### config.mk
export PLATFORM = sky130hd
export DESIGN_NAME = gamma_lut_load_ctrl
export DESIGN_NICKNAME = d
export VERILOG_FILES = /design/src/rtl/gamma_lut_load_ctrl.sv
export SDC_FILE = /design/constraint.sdc
export NUM_CORES = 1
export LEC_CHECK = 0
export BUFFER_PORTS_ARGS = -buffer_cell sky130_fd_sc_hd__buf_2
export CAP_MARGIN = 30
export CORE_ASPECT_RATIO = 2
export CORE_MARGIN = 2
export CORE_UTILIZATION = 48
export DETAILED_ROUTE_END_ITERATION = 7
export HOLD_SLACK_MARGIN = 0.03
export PLACE_DENSITY = 0.79
export SLEW_MARGIN = 20
export SYNTH_ARGS = -nofsm -noshare
export SYNTH_HDL_FRONTEND = slang
export SYNTH_SLANG_ARGS = --single-unit
### constraint.sdc
create_clock -name clk -period 1.7 [get_ports clk]
set_clock_uncertainty 0.15 [all_clocks]
set_input_delay 0.085 -clock clk [delete_from_list [all_inputs] [get_ports clk]]
set_output_delay 0.085 -clock clk [all_outputs]
set_load 0.03 [all_outputs]
### src/rtl/gamma_lut_load_ctrl.sv
`default_nettype none
// ============================================================================
// Module      : gamma_lut_load_ctrl
// Description : Sequences runtime reloads of a gamma corrector's per-plane LUT
//               write ports from a streaming table source.
//               - Owns the corrector's gcen bypass control.
//               - Forces bypass while the pipeline drains and a table is being
//                 rewritten.
//               - Re-enables correction only once every plane again holds a
//                 complete table.
// Ports       : clk, rstn              clock, synchronous active-low reset
//               user_gcen              host request for correction enabled
//               load_req/load_plane    start a table load for one plane
//               load_abort             abandon the load in progress
//               src_valid/src_data     table source stream, address order 0..N-1
//               src_ready              combinational accept for the source
//               lut0..2wren, lutval    LUT write ports (shared write value)
//               gcen                   gamma enable to corrector
//               load_busy              high in any state except IDLE
//               load_done              one-cycle pulse, table committed
//               load_err               one-cycle pulse, bad plane or abort
//               table_valid            per-plane complete-table flags
// Revision    : 1.0 - initial release
// ============================================================================
module gamma_lut_load_ctrl #(
  parameter int DATA_WIDTH = 8,
  parameter int NUM_CP     = 3,
  parameter int LATENCY    = 4,
  parameter int INIT_VALID = 1
) (
  input  logic                  clk,
  input  logic                  rstn,
  input  logic                  user_gcen,
  input  logic                  load_req,
  input  logic [1:0]            load_plane,
  input  logic                  load_abort,
  input  logic                  src_valid,
  input  logic [DATA_WIDTH-1:0] src_data,
  output logic                  src_ready,
  output logic                  lut0wren,
  output logic                  lut1wren,
  output logic                  lut2wren,
  output logic [DATA_WIDTH-1:0] lutval,
  output logic                  gcen,
  output logic                  load_busy,
  output logic                  load_done,
  output logic                  load_err,
  output logic [NUM_CP-1:0]     table_valid
);

  // Drain counter only has to hold LATENCY-1.
  localparam int                  CNT_W        = (LATENCY > 1) ? $clog2(LATENCY) : 1;
  localparam logic [CNT_W-1:0]    C_DRAIN_INIT = CNT_W'(LATENCY - 1);
  // Address counter is one bit wider than the table so it never wraps in WRITE.
  localparam logic [DATA_WIDTH:0] C_ADDR_LAST  = {1'b0, {DATA_WIDTH{1'b1}}};
  localparam logic [2:0]          C_NUM_CP     = 3'(NUM_CP);
  localparam logic [NUM_CP-1:0]   C_TV_INIT    = (INIT_VALID != 0) ? {NUM_CP{1'b1}} : '0;

  typedef enum logic [2:0] {
    S_IDLE   = 3'd0,
    S_DRAIN  = 3'd1,
    S_WRITE  = 3'd2,
    S_SETTLE = 3'd3,
    S_DONE   = 3'd4
  } state_t;

  state_t                  state_q, state_d;
  logic [CNT_W-1:0]        cnt_q;
  logic [DATA_WIDTH:0]     addr_q;
  logic [1:0]              plane_q;
  logic [NUM_CP-1:0]       table_valid_q;
  logic [2:0]              wren_q;
  logic [DATA_WIDTH-1:0]   lutval_q;
  logic                    gcen_q;
  logic                    busy_q;
  logic                    done_q;
  logic                    err_q;

  logic                    w_req_ok;
  logic                    w_beat;
  logic                    w_last;

  // Plane index is range-checked against the number of LUTs actually present.
  assign w_req_ok  = load_req & ({1'b0, load_plane} < C_NUM_CP);

  // Abort wins over a same-cycle beat: the source sees no ready in that cycle.
  assign src_ready = (state_q == S_WRITE) & ~load_abort;
  assign w_beat    = src_valid & src_ready;
  assign w_last    = w_beat & (addr_q == C_ADDR_LAST);

  // Next state is needed combinationally so that gcen drops the cycle right
  // after a load is accepted, not one cycle later.
  always_comb begin
    state_d = state_q;
    case (state_q)
      S_IDLE: begin
        if (w_req_ok) begin
          state_d = S_DRAIN;
        end
      end
      S_DRAIN: begin
        if (load_abort) begin
          state_d = S_IDLE;
        end else if (cnt_q == '0) begin
          state_d = S_WRITE;
        end
      end
      S_WRITE: begin
        if (load_abort) begin
          state_d = S_IDLE;
        end else if (w_last) begin
          state_d = S_SETTLE;
        end
      end
      S_SETTLE: state_d = S_DONE;
      S_DONE:   state_d = S_IDLE;
      default:  state_d = S_IDLE;
    endcase
  end

  always_ff @(posedge clk) begin
    if (!rstn) begin
      state_q       <= S_IDLE;
      cnt_q         <= '0;
      addr_q        <= '0;
      plane_q       <= '0;
      table_valid_q <= C_TV_INIT;
      wren_q        <= '0;
      lutval_q      <= '0;
      gcen_q        <= 1'b0;
      busy_q        <= 1'b0;
      done_q        <= 1'b0;
      err_q         <= 1'b0;
    end else begin
      state_q <= state_d;
      busy_q  <= (state_d != S_IDLE);
      // Uses the flags as they stand this cycle: after a commit, correction
      // returns one cycle after the load_done pulse.
      gcen_q  <= user_gcen & (&table_valid_q) & (state_d == S_IDLE);
      done_q  <= 1'b0;
      err_q   <= 1'b0;
      wren_q  <= '0;

      case (state_q)
        S_IDLE: begin
          if (w_req_ok) begin
            plane_q <= load_plane;
            cnt_q   <= C_DRAIN_INIT;
            for (int i = 0; i < NUM_CP; i++) begin
              if (load_plane == 2'(i)) begin
                table_valid_q[i] <= 1'b0;
              end
            end
          end else if (load_req) begin
            err_q <= 1'b1;
          end
        end

        S_DRAIN: begin
          if (load_abort) begin
            err_q <= 1'b1;
          end else if (cnt_q == '0) begin
            addr_q <= '0;
          end else begin
            cnt_q <= cnt_q - 1'b1;
          end
        end

        S_WRITE: begin
          if (load_abort) begin
            err_q <= 1'b1;
          end else if (w_beat) begin
            wren_q[plane_q] <= 1'b1;
            lutval_q        <= src_data;
            addr_q          <= addr_q + 1'b1;
          end
        end

        // The final write pulse is visible on the outputs during this state.
        S_SETTLE: begin
        end

        S_DONE: begin
          done_q <= 1'b1;
          for (int i = 0; i < NUM_CP; i++) begin
            if (plane_q == 2'(i)) begin
              table_valid_q[i] <= 1'b1;
            end
          end
        end

        default: begin
        end
      endcase
    end
  end

  // Write enables for planes that do not exist are tied off.
  assign lut0wren = wren_q[0];

  generate
    if (NUM_CP >= 2) begin : g_lut1_en
      assign lut1wren = wren_q[1];
    end else begin : g_lut1_tie
      assign lut1wren = 1'b0;
    end

    if (NUM_CP >= 3) begin : g_lut2_en
      assign lut2wren = wren_q[2];
    end else begin : g_lut2_tie
      assign lut2wren = 1'b0;
    end
  endgenerate

  assign lutval      = lutval_q;
  assign gcen        = gcen_q;
  assign load_busy   = busy_q;
  assign load_done   = done_q;
  assign load_err    = err_q;
  assign table_valid = table_valid_q;

endmodule
`default_nettype wire

==> flow_summary.json, run 1 <==
{
  "antenna_found_initial": 0,
  "ys.flop_type": "dfxtp_1",
  "syn_area_um2": 1580,
  "overflow": 0,
  "final_cell_mix": "34 x buf_2, 32 x dfxtp_1, 12 x dlygate4sd3_1, 12 x buf_4",
  "finalCritPeriodShare_pct": 96.9,
  "hold_viol": 0,
  "clock_latency_ns": 0.28,
  "max_cap_viol_count": 0,
  "clockRootBuffer": "clkbuf_8",
  "drt_wl_total_um": 3570,
  "synthArstFlopShare_pct": 0,
  "grt_max_degree": 14,
  "irDropWorstVdd_mv": 0.765,
  "worst_pin_slew_ns": 0.294,
  "synth_edf_count": 0,
  "place_congestion": 0.860,
  "core_area_um2": 3160,
  "layout.cells.non_filler": 247,
  "power_density_nw_per_um2": 807,
  "holdWs_ns": 0.0825,
  "avgSynthCellArea_um2": 10.2,
  "synth_cells": 155,
  "ys_seq_area_share_pct": 43.1,
  "crit_required_ns": 1.72,
  "nets": 234,
  "grt_pass1_wl_um": 5750,
  "dp_cells": 225,
  "syn_nets": 174,
  "die_y_um": 85.1,
  "die-area_um2": 3790,
  "setup-violations-final": 0,
  "first_pass_iters": 4,
  "timing.fmax_mhz": 607,
  "utilization_pct": 66.5,
  "avgRoutedWirePerCell_um": 14.5,
  "worstSetupStartpointType": "register",
  "rows": 29,
  "final_common_cell": "buf_2",
  "hpwl_um": 2680,
  "die_w_um": 44.6,
  "diodes": 0,
  "synth_cell_types": 49,
  "r2r_slack_ns": 0.05,
  "fin_tns_setup_ns": 0,
  "syn_to_final_growth_pct": 33.0,
  "seqCellArea_um2": 688,
  "multi_input_area_um2": 863,
  "drive_gt1_share_pct": 35.2,
  "timing_max_transition_violations_final": 0,
  "relSlewSlack_pct": 80.4,
  "leakage_nw": 0.891,
  "ios": 35,
  "grt_pass1_vias": 1409,
  "track_usage_pct": 20.7,
  "ys_warn_count": 0,
  "initialDrtViolationCount": 14,
  "cts_max_path_buffers": 2,
  "ys_ff_latch": 34,
  "cp.arrival_ns": 1.67,
  "start_util_pct": 50.0,
  "clk_pin_slew_ns": 0.07,
  "ctsHtreeMaxLevel": 2,
  "pre_cts_ws_ns": -0.0268,
  "numCtsBuffers": 5,
  "layout_min_cycle_time_ns": 1.65,
  "cts_tree": "yes",
  "drc": 0,
  "setup_ws_ns": 0.0531,
  "end_kind": "register",
  "vias_per_cell": 5.45,
  "clkSinkCount": 34,
  "worstSetupPathType": "register to register",
  "crit_path_max_fanout": 6,
  "hp-class": "input pin to register",
  "io_buffers": 34,
  "ant_nets": 0,
  "fillers": 240,
  "num_vias": 1346,
  "status": "finished, final reports clean"
}
-- worst max-delay path, cell delays in order, from the launching register on --
cell and delay, ns:
dfxtp_4 0.35, buf_6 0.13, nand3b_1 0.29, a2111oi_4 0.41
xnor2_1 0.15, nor2_1 0.05
-- metrics by stage --
step                      total power, mW  area (um^2)
after CTS                            1.71         2050
after global routing                 1.76         2100
after global placement               1.05         1830
after detailed placement             1.06         1830
after floorplan                     0.987         1580
final                                1.69         2100
-- sequential cells by signal, indices dropped and copies added, names as in the netlist --
signal and count:
addr_q 9, cnt_q 2, gcen 1, load_busy 1, load_done 1, load_err 1
lutval 8, plane_q 2, state_q 3, table_valid 3, wren_q 3
-- Yosys cell counts, drive strengths merged, types with 2 or more instances --
| master | number | share of area (%) |
|---|---|---|
| or4b | 2 | 1.7 |
| o211ai | 2 | 0.95 |
| nor2b | 11 | 4.4 |
| inv | 6 | 1.4 |
| nor3 | 5 | 1.6 |
| a21o | 2 | 1.4 |
| and3b | 3 | 1.7 |
| buf | 4 | 2.1 |
| a31oi | 3 | 1.2 |
| dfxtp | 34 | 43 |
| o21ai | 5 | 1.6 |
| xnor2 | 3 | 1.7 |
| nand3 | 5 | 1.6 |
| and2 | 4 | 1.7 |
| a21oi | 2 | 0.87 |
| a21boi | 2 | 0.95 |
| ha | 3 | 2.4 |
| xor2 | 4 | 2.2 |
| o2111ai | 2 | 1.1 |
| nand2 | 9 | 2.1 |
| nor2 | 12 | 3.0 |
| o211a | 2 | 1.3 |
| a211oi | 2 | 0.95 |
| nand3b | 2 | 1.7 |
| mux2i | 9 | 5.7 |
| clkbuf | 2 | 0.48 |
-- final cells by class --
| cell class | count | area share [%] |
|---|---|---|
| Tap cell | 31 | 1.85 |
| Clock inverter | 2 | 0.596 |
| Multi-Input combinational cell | 109 | 41.1 |
| Inverter | 6 | 1.07 |
| Clock buffer | 6 | 3.93 |
| Sequential cell | 34 | 32.8 |
| Timing Repair Buffer | 59 | 18.7 |
-- logic make-up (layout without fill, tap and decap cells) --
family	after synthesis	count (layout)	synth area share, %
and+or+nand+nor	64	64	26.0
buffers and inverters	12	73	3.96
muxes	9	9	5.71
AOI/OAI and AO/OA	26	26	15.0
adders and majority gates	3	3	2.38
xor gates and xnor gates	7	7	3.88
DFF	34	34	43.1
-- metal layers --
layer / GRT usage [%] / vias to the layer above / share of wire (%)
met2: 38.3 / 44 / 56
met3: 4.89 / 20 / 4.8
li1: - / 663 / -
met5: 0 / - / 0
met1: 16.9 / 619 / 33
met4: 16.0 / 0 / 6.0
-- power by group --
group / internal [mW] / switching (mW) / total (mW) / leakage [nW]
sequential: 0.819 / 0.0161 / 0.835 / 0.277
clock: 0.325 / 0.291 / 0.616 / 0.0472
combinational: 0.120 / 0.123 / 0.243 / 0.567
total: 1.26 / 0.429 / 1.69 / 0.891
-- path summary, 6_finish.rpt --
check / end / depth (start not counted) / from
worst max-delay path: addr_q[6] / 5 / state_q[0]
worst min register to register: gcen / 2 / table_valid[1]
worst min-delay path: state_q[1] / 4 / load_abort
worst max register to register: addr_q[6] / 5 / state_q[0]
-- repair_timing --
item	in CTS	in global routing
setup endpoints to repair	3	22
setup buffers	0	2
pin swaps	0	2
hold endpoints to repair	15	0
hold buffers	12	0
gates resized for setup	1	11
Note: power is estimated with default switching activity, not from simulation.
==> run 2, diff against run 1 <==
--- a/config.mk
+++ b/config.mk
@@ -8,7 +8,6 @@
 export BUFFER_PORTS_ARGS = -buffer_cell sky130_fd_sc_hd__buf_2
 export CAP_MARGIN = 30
 export CORE_ASPECT_RATIO = 2
-export CORE_MARGIN = 2
 export CORE_UTILIZATION = 48
 export DETAILED_ROUTE_END_ITERATION = 7
 export HOLD_SLACK_MARGIN = 0.03
==> run 2 against run 1 <==
Net effect:
- sequential share of layout area is 0.31 points higher
- core utilization is 0.99 points lower
- worst hold slack got worse by 0.0070 ns
- fmax is 0.10% higher
- cell count fell by 0.40%
- register-to-register slack hardly changed
- critical path depth decreased by 1
- via count is 1.8% higher
- largest cell class unchanged
==> flow_summary.json, run 2 (synthesized netlist as in run 1, its figures left out) <==
{
  "clock_latency_ns": 0.29,
  "die-area_um2": 3540,
  "cp.arrival_ns": 1.67,
  "overflow": 0,
  "drt_wl_total_um": 3440,
  "ant_nets": 0,
  "max_cap_viol_count": 0,
  "avgRoutedWirePerCell_um": 14.0,
  "setup_ws_ns": 0.0548,
  "diodes": 0,
  "worstSetupPathType": "register to register",
  "hold_depth": 4,
  "finalCritPeriodShare_pct": 96.8,
  "crit_path_max_fanout": 7,
  "initialDrtViolationCount": 22,
  "hpwl_um": 2520,
  "antenna_found_initial": 0,
  "timing.fmax_mhz": 608,
  "nets": 233,
  "design_area_um2": 2070,
  "drive_gt1_share_pct": 32.6,
  "num_vias": 1370,
  "final_common_cell": "buf_2",
  "power_density_nw_per_um2": 813,
  "rows": 29,
  "start_util_pct": 50.0,
  "grt_pass1_vias": 1359,
  "status": "finished, final reports clean",
  "rr_worst_depth": 4,
  "grt_pass1_wl_um": 5690,
  "io_buffers": 34,
  "numCtsBuffers": 5,
  "irDropWorstVdd_mv": 0.734,
  "cts_tree": "yes",
  "largest_reg_flops": 9,
  "grt_max_degree": 23,
  "setup-violations-final": 0,
  "hp-class": "input pin to register",
  "ios": 35,
  "vias_per_cell": 5.57,
  "crit_required_ns": 1.73,
  "first_pass_iters": 4,
  "p_total_mw": 1.68,
  "relSlewSlack_pct": 79.7,
  "track_usage_pct": 20.7,
  "place_congestion": 0.831,
  "core_area_um2": 3160,
  "cts_setup_buffers": 0,
  "final_cell_mix": "34 x buf_2, 31 x dfxtp_1, 12 x dlygate4sd3_1, 12 x buf_4",
  "cts_max_path_buffers": 2,
  "timing_max_transition_violations_final": 0,
  "largest_register": "addr_q",
  "dpl_cell_area_um2": 1840,
  "pre_cts_ws_ns": 0.0208,
  "layout_min_cycle_time_ns": 1.65,
  "hold_viol": 0,
  "clk_pin_slew_ns": 0.07,
  "syn_to_final_growth_pct": 31.0,
  "clkSinkCount": 34,
  "end_kind": "register",
  "drc": 0,
  "die_y_um": 83.1,
  "fillers": 266,
  "worstSetupStartpointType": "register",
  "worst_pin_slew_ns": 0.304,
  "ctsHtreeMaxLevel": 2,
  "die_w_um": 42.6,
  "clockRootBuffer": "clkbuf_8",
  "leakage_nw": 0.884
}
run 2: cell type report:
cell class	count	area [um^2]	area share, %
Tap cell	31	38.8	1.88
Sequential cell	34	684	33.1
Clock buffer	7	86.3	4.17
Multi-Input combinational cell	109	851	41.1
Inverter	6	22.5	1.09
Timing Repair Buffer	58	380	18.4
Clock inverter	1	5.00	0.242
run 2: final timing paths:
check / to / start / slack, ns
setup / recovery: cnt_q[1] / state_q[1] / 0.05
hold / removal: state_q[1] / load_abort / 0.08
setup reg to reg: cnt_q[1] / state_q[1] / 0.05
hold reg to reg: gcen / table_valid[1] / 0.32
run 2: metal layers:
layer  up-vias  share of wire [%]  global-route usage (%)
met2        43                 59                    39.6
met4         0                2.8                    10.8
met5         -                  0                       0
met3        10                4.6                    4.57
met1       653                 33                    18.9
li1        664                  -                       -
run 2: power breakdown:
part	internal (mW)	switching [mW]	leakage, nW
combinational	0.116	0.120	0.559
sequential	0.821	0.0165	0.277
clock	0.326	0.283	0.0482
run 2: repair_timing:
action	CTS	global route
hold buffers	12	0
gates resized for setup	1	5
hold endpoints to repair	14	0
setup endpoints to repair	1	13
run 2: critical path: stages (launching register included):
cell	delay, ns
dfxtp_2	0.35
or4b_4	0.57
o2bb2ai_4	0.20
nand4b_1	0.13
o211a_1	0.14
run 2: through the flow:
stage	TNS, ns	utilization (%)	hold slack [ns]	cells
2_1_floorplan	0	-	0.0854	155
4_1_cts	0	65.0	0.0801	246
3_3_place_gp	0	58.2	0.192	226
5_1_grt	-0.0116	65.5	0.101	246
3_5_place_dp	0	58.2	0.198	226
6_report	0	65.5	0.0755	246
==> run 3, diff against run 2 <==
--- a/config.mk
+++ b/config.mk
@@ -8,10 +8,12 @@
 export BUFFER_PORTS_ARGS = -buffer_cell sky130_fd_sc_hd__buf_2
 export CAP_MARGIN = 30
 export CORE_ASPECT_RATIO = 2
+export CORE_MARGIN = 5
 export CORE_UTILIZATION = 48
 export DETAILED_ROUTE_END_ITERATION = 7
 export HOLD_SLACK_MARGIN = 0.03
 export PLACE_DENSITY = 0.79
+export RECOVER_POWER = 25
 export SLEW_MARGIN = 20
 export SYNTH_ARGS = -nofsm -noshare
 export SYNTH_HDL_FRONTEND = slang
==> run 3 against run 2 <==
Net effect:
- core utilization down 1.1 points
- non-clock buffer count down 1
- combinational power hardly changed
- sequential power is essentially flat
- final area is 0.60% lower
- critical path type unchanged
- highest routed layer unchanged
==> flow_summary.json, run 3 (synthesized netlist as in run 1, its figures left out) <==
{
  "cts_tree": "yes",
  "pre_cts_ws_ns": -0.0853,
  "leakage_nw": 0.818,
  "die_y_um": 91.1,
  "diodes": 0,
  "start_util_pct": 49.5,
  "p_seq_share_pct": 51.6,
  "internal-power_mw": 1.21,
  "timing.fmax_mhz": 612,
  "end_kind": "register",
  "largest_reg_flops": 9,
  "ctsHtreeMaxLevel": 2,
  "fillers": 283,
  "p_sw_uw": 415,
  "dp_cells": 225,
  "setup-violations-final": 0,
  "vias_per_cell": 5.48,
  "setup_ws_ns": 0.0671,
  "hpwl_um": 2820,
  "grt_pass1_wl_um": 6360,
  "final_common_cell": "dfxtp_1",
  "place_congestion": 0.863,
  "crit_path_max_fanout": 10,
  "sw_frac_of_total_pct": 25.6,
  "clockRootBuffer": "clkbuf_8",
  "combinationalPowerShare_pct": 14.7,
  "layout.cells.non_filler": 244,
  "hold_viol": 0,
  "track_usage_pct": 17.6,
  "cp.arrival_ns": 1.67,
  "max_cap_viol_count": 0,
  "worstSetupPathType": "register to register",
  "clkSinkCount": 34,
  "worstSetupStartpointType": "register",
  "core_area_um2": 3190,
  "initialDrtViolationCount": 25,
  "drt_wl_total_um": 3810,
  "finalCritPeriodShare_pct": 96.1,
  "grt_pass1_vias": 1434,
  "antenna_found_initial": 0,
  "syn_to_final_growth_pct": 30.2,
  "largest_register": "addr_q",
  "crit_required_ns": 1.74,
  "die-area_um2": 4610,
  "clk_pin_slew_ns": 0.07,
  "drc": 0,
  "die_w_um": 50.6,
  "cts_max_path_buffers": 2,
  "grt_max_degree": 16,
  "ios": 35,
  "timing_max_transition_violations_final": 0,
  "multi_input_area_um2": 870,
  "relSlewSlack_pct": 73.4,
  "cts_setup_buffers": 0,
  "irDropWorstVdd_mv": 0.646,
  "status": "finished, final reports clean",
  "power_density_nw_per_um2": 789,
  "seqCellArea_um2": 689,
  "first_pass_iters": 4,
  "layout_min_cycle_time_ns": 1.63,
  "drive_gt1_share_pct": 29.1,
  "worst_pin_slew_ns": 0.400,
  "r2r_start": "state_q[1]",
  "worstSetupStartpoint": "state_q[1]",
  "hp-start": "load_abort",
  "num_vias": 1337,
  "hp-class": "input pin to register",
  "utilization_pct": 64.4,
  "rows": 29,
  "p_total_mw": 1.62,
  "nets": 232,
  "final_cell_mix": "31 x dfxtp_1, 21 x buf_2, 13 x clkbuf_1",
  "overflow": 0,
  "avgRoutedWirePerCell_um": 15.6,
  "io_buffers": 34,
  "clock_power_share_pct": 33.6,
  "ant_nets": 0,
  "clock_latency_ns": 0.29,
  "rsz0062_at_grt": "false",
  "numCtsBuffers": 5
}
[run 3: layout make-up]
| class | instances | share of cell area, % |
|---|---|---|
| clock buffer | 5 | 3.35 |
| clock inverter | 2 | 0.487 |
| inverter | 6 | 1.10 |
| multi-input combinational | 109 | 42.3 |
| sequential | 34 | 33.5 |
| tap | 31 | 1.89 |
| timing repair buffer | 57 | 17.3 |
[run 3: worst paths after layout]
kind	to	slack (ns)	cells after the start
worst min register to register	wren_q[0]	0.35	1
worst max-delay path	cnt_q[1]	0.07	4
worst max register to register	cnt_q[1]	0.07	4
worst min-delay path	state_q[1]	0.14	4
[run 3: worst max-delay path, cell delays in order (launching register included)]
cell and delay [ns]:
dfxtp_4 0.37, or4b_4 0.56, o2bb2ai_4 0.20, nand4b_1 0.11
o211a_1 0.14
[run 3: metrics by stage]
step | instance area [um^2] | hold WS (ns) | TNS, ns
after floorplan | 1580 | 0.0854 | 0
after global placement | 1830 | 0.185 | 0
after detailed placement | 1830 | 0.201 | -0.0978
after CTS | 2030 | 0.134 | 0
after global routing | 2060 | 0.168 | 0
final | 2060 | 0.142 | 0
[run 3: routing by layer]
layer  track usage, %  wire [um]  vias to the layer above
met5                0          0                        -
met4             8.96        105                        0
met3             4.75        208                       11
met2             33.1       2230                       33
met1             16.1       1270                      633
li1                 -          -                      660
[run 3: what timing repair did]
item                       4_1_cts  5_1_grt
resized for setup                2       11
hold buffers                    12        0
setup endpoints to repair        3       14
pin swaps                        0        0
hold endpoints to repair        15        0
[run 3: power groups by stage]
stage	sequential (mW)	clock [mW]	combinational (mW)
floorplan	0.870	0	0.117
global placement	0.854	0	0.200
detailed placement	0.856	0	0.210
CTS	0.838	0.565	0.234
global route	0.839	0.606	0.257
finish	0.837	0.545	0.239
